$ cat src/rtl/id_ex_operand_stage.sv
// id_ex_operand_stage: ID->EX pipeline register with MEM/WB operand forwarding and load-use stall.
// Optional PerfBubbleCnt/PerfFlushCnt counters enabled by ID_EX_PERF_CNT_EN.
module id_ex_operand_stage #(
    parameter int XLEN   = 32,
    parameter int RA_W   = 5,
    parameter int ALUC_W = 5,
    parameter logic [ALUC_W-1:0] ALU_ADD = '0
) (
    input  logic              clk,
    input  logic              rst_n,
    input  logic              id_valid,
    input  logic [XLEN-1:0]   RegReadData1,
    input  logic [XLEN-1:0]   RegReadData2,
    input  logic [RA_W-1:0]   Rs1,
    input  logic [RA_W-1:0]   Rs2,
    input  logic [RA_W-1:0]   Rd,
    input  logic [XLEN-1:0]   ImmD,
    input  logic [XLEN-1:0]   PCD,
    input  logic              AluSrc1D,
    input  logic [1:0]        AluSrc2D,
    input  logic [ALUC_W-1:0] AluContrlD,
    input  logic              RegWriteD,
    input  logic              MemToRegD,
    input  logic              MemWriteD,
    input  logic              ex_stall,
    input  logic              flush,
    input  logic [RA_W-1:0]   MemRd,
    input  logic              MemRegWrite,
    input  logic [XLEN-1:0]   MemAluOut,
    input  logic [RA_W-1:0]   WbRd,
    input  logic              WbRegWrite,
    input  logic [XLEN-1:0]   WbData,
    output logic [XLEN-1:0]   Operand1,
    output logic [XLEN-1:0]   Operand2,
    output logic [ALUC_W-1:0] AluContrl,
    output logic [XLEN-1:0]   StoreDataE,
    output logic              ex_valid,
    output logic [RA_W-1:0]   RdE,
    output logic              RegWriteE,
    output logic              MemToRegE,
    output logic              MemWriteE,
    output logic [XLEN-1:0]   PCE,
    output logic              id_stall
`ifdef ID_EX_PERF_CNT_EN
    ,
    output logic [31:0]       PerfBubbleCnt,
    output logic [31:0]       PerfFlushCnt
`endif
);
    typedef struct packed {
        logic              valid;
        logic [RA_W-1:0]   rs1;
        logic [RA_W-1:0]   rs2;
        logic [RA_W-1:0]   rd;
        logic [XLEN-1:0]   rd1;
        logic [XLEN-1:0]   rd2;
        logic [XLEN-1:0]   imm;
        logic [XLEN-1:0]   pc;
        logic              src1;
        logic [1:0]        src2;
        logic [ALUC_W-1:0] aluc;
        logic              regwrite;
        logic              memtoreg;
        logic              memwrite;
    } ex_t;
    ex_t q, d, bub, load;
    logic [XLEN-1:0] fwd1, fwd2;
    always_comb begin
        bub = '0;
        bub.aluc = ALU_ADD;
        load = '{id_valid, Rs1, Rs2, Rd, RegReadData1, RegReadData2, ImmD, PCD,
                 AluSrc1D, AluSrc2D, AluContrlD, RegWriteD, MemToRegD, MemWriteD};
        d = ex_stall ? q : (flush || id_stall) ? bub : load;
    end
    always_ff @(posedge clk or negedge rst_n)
        if (!rst_n) q <= bub;
        else q <= d;
    // x0 is never forwarded; MEM is younger than WB so it wins
    assign fwd1 = (q.rs1 != '0 && MemRegWrite && MemRd == q.rs1) ? MemAluOut :
                  (q.rs1 != '0 && WbRegWrite && WbRd == q.rs1) ? WbData : q.rd1;
    assign fwd2 = (q.rs2 != '0 && MemRegWrite && MemRd == q.rs2) ? MemAluOut :
                  (q.rs2 != '0 && WbRegWrite && WbRd == q.rs2) ? WbData : q.rd2;
    assign Operand1 = q.src1 ? q.pc : fwd1;
    assign Operand2 = q.src2 == 2'd0 ? fwd2 : q.src2 == 2'd2 ? XLEN'(4) : q.imm;
    assign StoreDataE = fwd2;
    assign AluContrl = q.aluc;
    assign ex_valid = q.valid;
    assign RdE = q.rd;
    assign RegWriteE = q.regwrite;
    assign MemToRegE = q.memtoreg;
    assign MemWriteE = q.memwrite;
    assign PCE = q.pc;
    assign id_stall = q.valid && q.memtoreg && q.rd != '0 && id_valid &&
                      (q.rd == Rs1 || q.rd == Rs2) && !flush && !ex_stall;
`ifdef ID_EX_PERF_CNT_EN
    always_ff @(posedge clk or negedge rst_n)
        if (!rst_n) begin
            PerfBubbleCnt <= '0;
            PerfFlushCnt <= '0;
        end else begin
            PerfBubbleCnt <= PerfBubbleCnt + 32'(id_stall);
            PerfFlushCnt <= PerfFlushCnt + 32'(!ex_stall && flush && id_valid);
        end
`endif
endmodule

$ cat config.mk
export PLATFORM = sky130hd
export DESIGN_NAME = id_ex_operand_stage
export DESIGN_NICKNAME = d
export VERILOG_FILES = /design/src/rtl/id_ex_operand_stage.sv
export SDC_FILE = /design/constraint.sdc
export NUM_CORES = 1
export LEC_CHECK = 0
export CORE_MARGIN = 4
export CORE_UTILIZATION = 23
export DETAILED_ROUTE_END_ITERATION = 10
export DONT_BUFFER_PORTS = 1
export PLACE_DENSITY = 0.47
export RECOVER_POWER = 100
export SLEW_MARGIN = 20
export SYNTH_ARGS = -nofsm -noshare
export SYNTH_HDL_FRONTEND = slang
export SYNTH_SLANG_ARGS = --single-unit
$ cat constraint.sdc
create_clock -name clk -period 3.2 [get_ports clk]
set_input_delay 0.96 -clock clk [delete_from_list [all_inputs] [get_ports clk]]
set_output_delay 0.96 -clock clk [all_outputs]
set_load 0.005 [all_outputs]
==> run summary <==
Fin Clk Skew: 0.0124 ns
Layout cells sized above 1: 30.2%
Hold WS: 0.209 ns
Clock Latency Late Sink: 0.45 ns
DP Area: 9150 um^2
Place WS: -0.281 ns
Initial DRT Pass Iterations: 7
Synthesized instance count: 804
All-layer global routing usage: 17.0%
RSZ-0062 raised after global routing: true
Die Ht: 201 um
Yosys reg bits: 155
Fin area: 11000 um^2
GPL Wtd Cong: 0.803
# setup viols final: 96
Vias in the first global route: 7366
Avg Inst Size Synth: 10.7 um^2
Area of the multi-input gates: 4570 um^2
Placed insts: 1204
Ant diodes: 0
CTS root buf: clkbuf_16
Nets: 1021
Die ar.: 40600 um^2
Post-synthesis simple-gate area fraction: 4.36%
Worst endpoint data arrival time: 2.55 ns
Syn_nets: 1039
Congestion Overflow GR: 0
Drt first-iter violations: 776
Post-synthesis sequential area ratio: 45.1%
First-pass GRT wire length: 52.2 mm
Hold Path Class: in -> async
Post-Syn Area: 8600 um^2
Storage cell area: 3890 um^2
Final TNS setup: -18.51 ns
CP Max Fanout: 4
CTS tree: built
Post-DR wirelength/cell: 28.6 um
Cell area power density: 480 nW/um^2
Detailed-route wire length: 36.2 mm
Slew headroom: 9.51%
Reg clk slew, reported paths: 0.07 ns
# DRC: 0
Static leakage: 4.17 nW
Worst slew pin tran: 1.36 ns
Compound-Gate Fraction of Synth Area: 29.0%
ANT nets after route: 0
H-tree depth: 4
Buffers on Ports: 0
Worst setup EP type: primary output
Largest net degree at the start of global routing: 169
Worst Setup SP: WbRd[2]
Fmax: 0.285 GHz
Largest family of logic cells by synthesized area: compound AO/OA/AOI/OAI gates
Initial Util: 23.4%
Ports: 378
Syn-to-layout area delta: 27.6%
Clk buf depth: 2
Final setup margin: -0.307 ns
Tcrit/Tclk final: 110%
Commonest non-fill, non-tap cells in the layout: dfrtp_1 (149), a32o_1 (145), inv_1 (66), buf_4 (42), nor2_1 (33)
FF-to-FF Start: RdE[1]
Fin cells: 1267
Maxcap violations: 0
Core Box Area: 36800 um^2
Final hold violations: 0
HPWL Detailed: 22.9 mm
Row count: 70
Startpoint Class: input pin
Mux contribution to synthesized area: 7.45%
Slew Viols, Final: 0
CP Class: in -> out
Post-synthesis xor/xnor area fraction: 2.85%
Filler cells: 3756
Most common cell after layout, fill and taps aside: dfrtp_1
IR drop worst, VDD: 367 uV
Via-per-instance ratio: 5.76
YS warnings: 0
Synth cell types: 33
Clk sink count: 155
CP required: 2.24 ns
Routed via count: 7298
Adder-Cell Fraction of Synth Area: 0%
Die Span X: 201 um
Tmin final: 3.51 ns
Status: finished, violations left
CTS buffer count: 17
Failing checks: negative setup slack
Initial antenna violation count: 0
[per-stage QoR]
stage               util [%]  power, mW
floorplan                  -       2.80
global placement        24.9       3.00
detailed placement      24.9       3.01
CTS                     29.4       5.31
global route            29.8       5.50
finish                  29.8       5.27
[kinds of logic after synthesis]
group | Yosys count
xor gates and xnor gates | 28
muxes | 64
DFF | 155
and+or+nand+nor | 74
buffers and inverters | 197
AOI/OAI and AO/OA | 286
[critical path, cell delays in order]
cell      delay (ns)
or3_4           0.36
a211oi_4        0.24
buf_6           0.17
buf_12          0.14
buf_12          0.14
mux2i_4         0.27
a21oi_2         0.10
buf_4           0.15
[worst paths after layout]
check | slack [ns] | depth (start not counted) | end
worst max-delay path | -0.31 | 8 | StoreDataE[15]
worst min-delay path | 0.21 | 0 | PCE[15]
worst max register to register | 0.43 | 6 | q[89]
worst min register to register | 0.49 | 1 | q[130]
max in group asynchronous | 2.75 | 0 | q[10]
min in group clk | 0.49 | 1 | q[130]
[what timing repair did]
action	4_1_cts	5_1_grt
cloned	5	1
setup endpoints to repair	96	96
pin swaps	59	41
hold buffers	0	0
buffers inserted	18	12
gates resized for setup	149	36
[synthesized netlist by cell type]
cell | count | share of area (%)
or4_1 | 2 | 0.17
a32o_1 | 145 | 17
inv_1 | 66 | 2.9
and3_1 | 1 | 0.073
nor3_1 | 4 | 0.23
or2_1 | 1 | 0.073
nand4b_1 | 1 | 0.10
a32oi_1 | 31 | 3.2
nor3b_1 | 11 | 0.96
nand3_1 | 4 | 0.23
buf_2 | 22 | 1.3
mux2i_1 | 64 | 7.4
nor3_2 | 1 | 0.12
nor4_1 | 2 | 0.15
a21oi_1 | 32 | 1.9
or3_4 | 1 | 0.13
buf_1 | 1 | 0.044
buf_8 | 3 | 0.52
a211oi_4 | 1 | 0.23
nand2_1 | 5 | 0.22
nor2_1 | 37 | 1.6
and2_1 | 1 | 0.073
nor2b_1 | 1 | 0.073
dfrtp_1 | 155 | 45
xor2_1 | 9 | 0.92
clkbuf_1 | 60 | 2.6
o21ai_1 | 33 | 1.9
a222oi_1 | 32 | 3.7
buf_4 | 45 | 3.9
nand4_1 | 2 | 0.15
a22o_1 | 11 | 1.1
a31oi_1 | 1 | 0.073
xnor2_1 | 19 | 1.9
[power breakdown]
| part | internal (mW) | switching (mW) | total [mW] |
|---|---|---|---|
| Sequential | 2.11 | 0.155 | 2.27 |
| Combinational | 0.451 | 0.441 | 0.892 |
| Clock | 1.22 | 0.887 | 2.11 |
[layer usage]
metal / track usage [%] / share of wire [%] / routed length, um / up-vias
met5: 0 / 0 / 0 / -
met4: 4.91 / 2.3 / 818 / 0
met3: 5.71 / 8.7 / 3150 / 47
met2: 27.7 / 47 / 17200 / 388
met1: 21.6 / 42 / 15000 / 3776
li1: - / - / - / 3087
[sequential cells by signal, summed over array words and instances, names as in the netlist]
signal	cells
MemWriteE	1
q	109
ex_valid	1
RdE	5
RegWriteE	1
MemToRegE	1
AluContrl	5
PCE	32
[area by class of cell]
type / instances / share of cell area, %
inverter: 66 / 2.26
clock buffer: 20 / 3.98
multi-input combinational: 454 / 41.6
clock inverter: 12 / 1.37
timing repair buffer: 92 / 10.1
sequential: 155 / 35.4
tap: 468 / 5.33
Note: power is estimated with default switching activity, not from simulation.
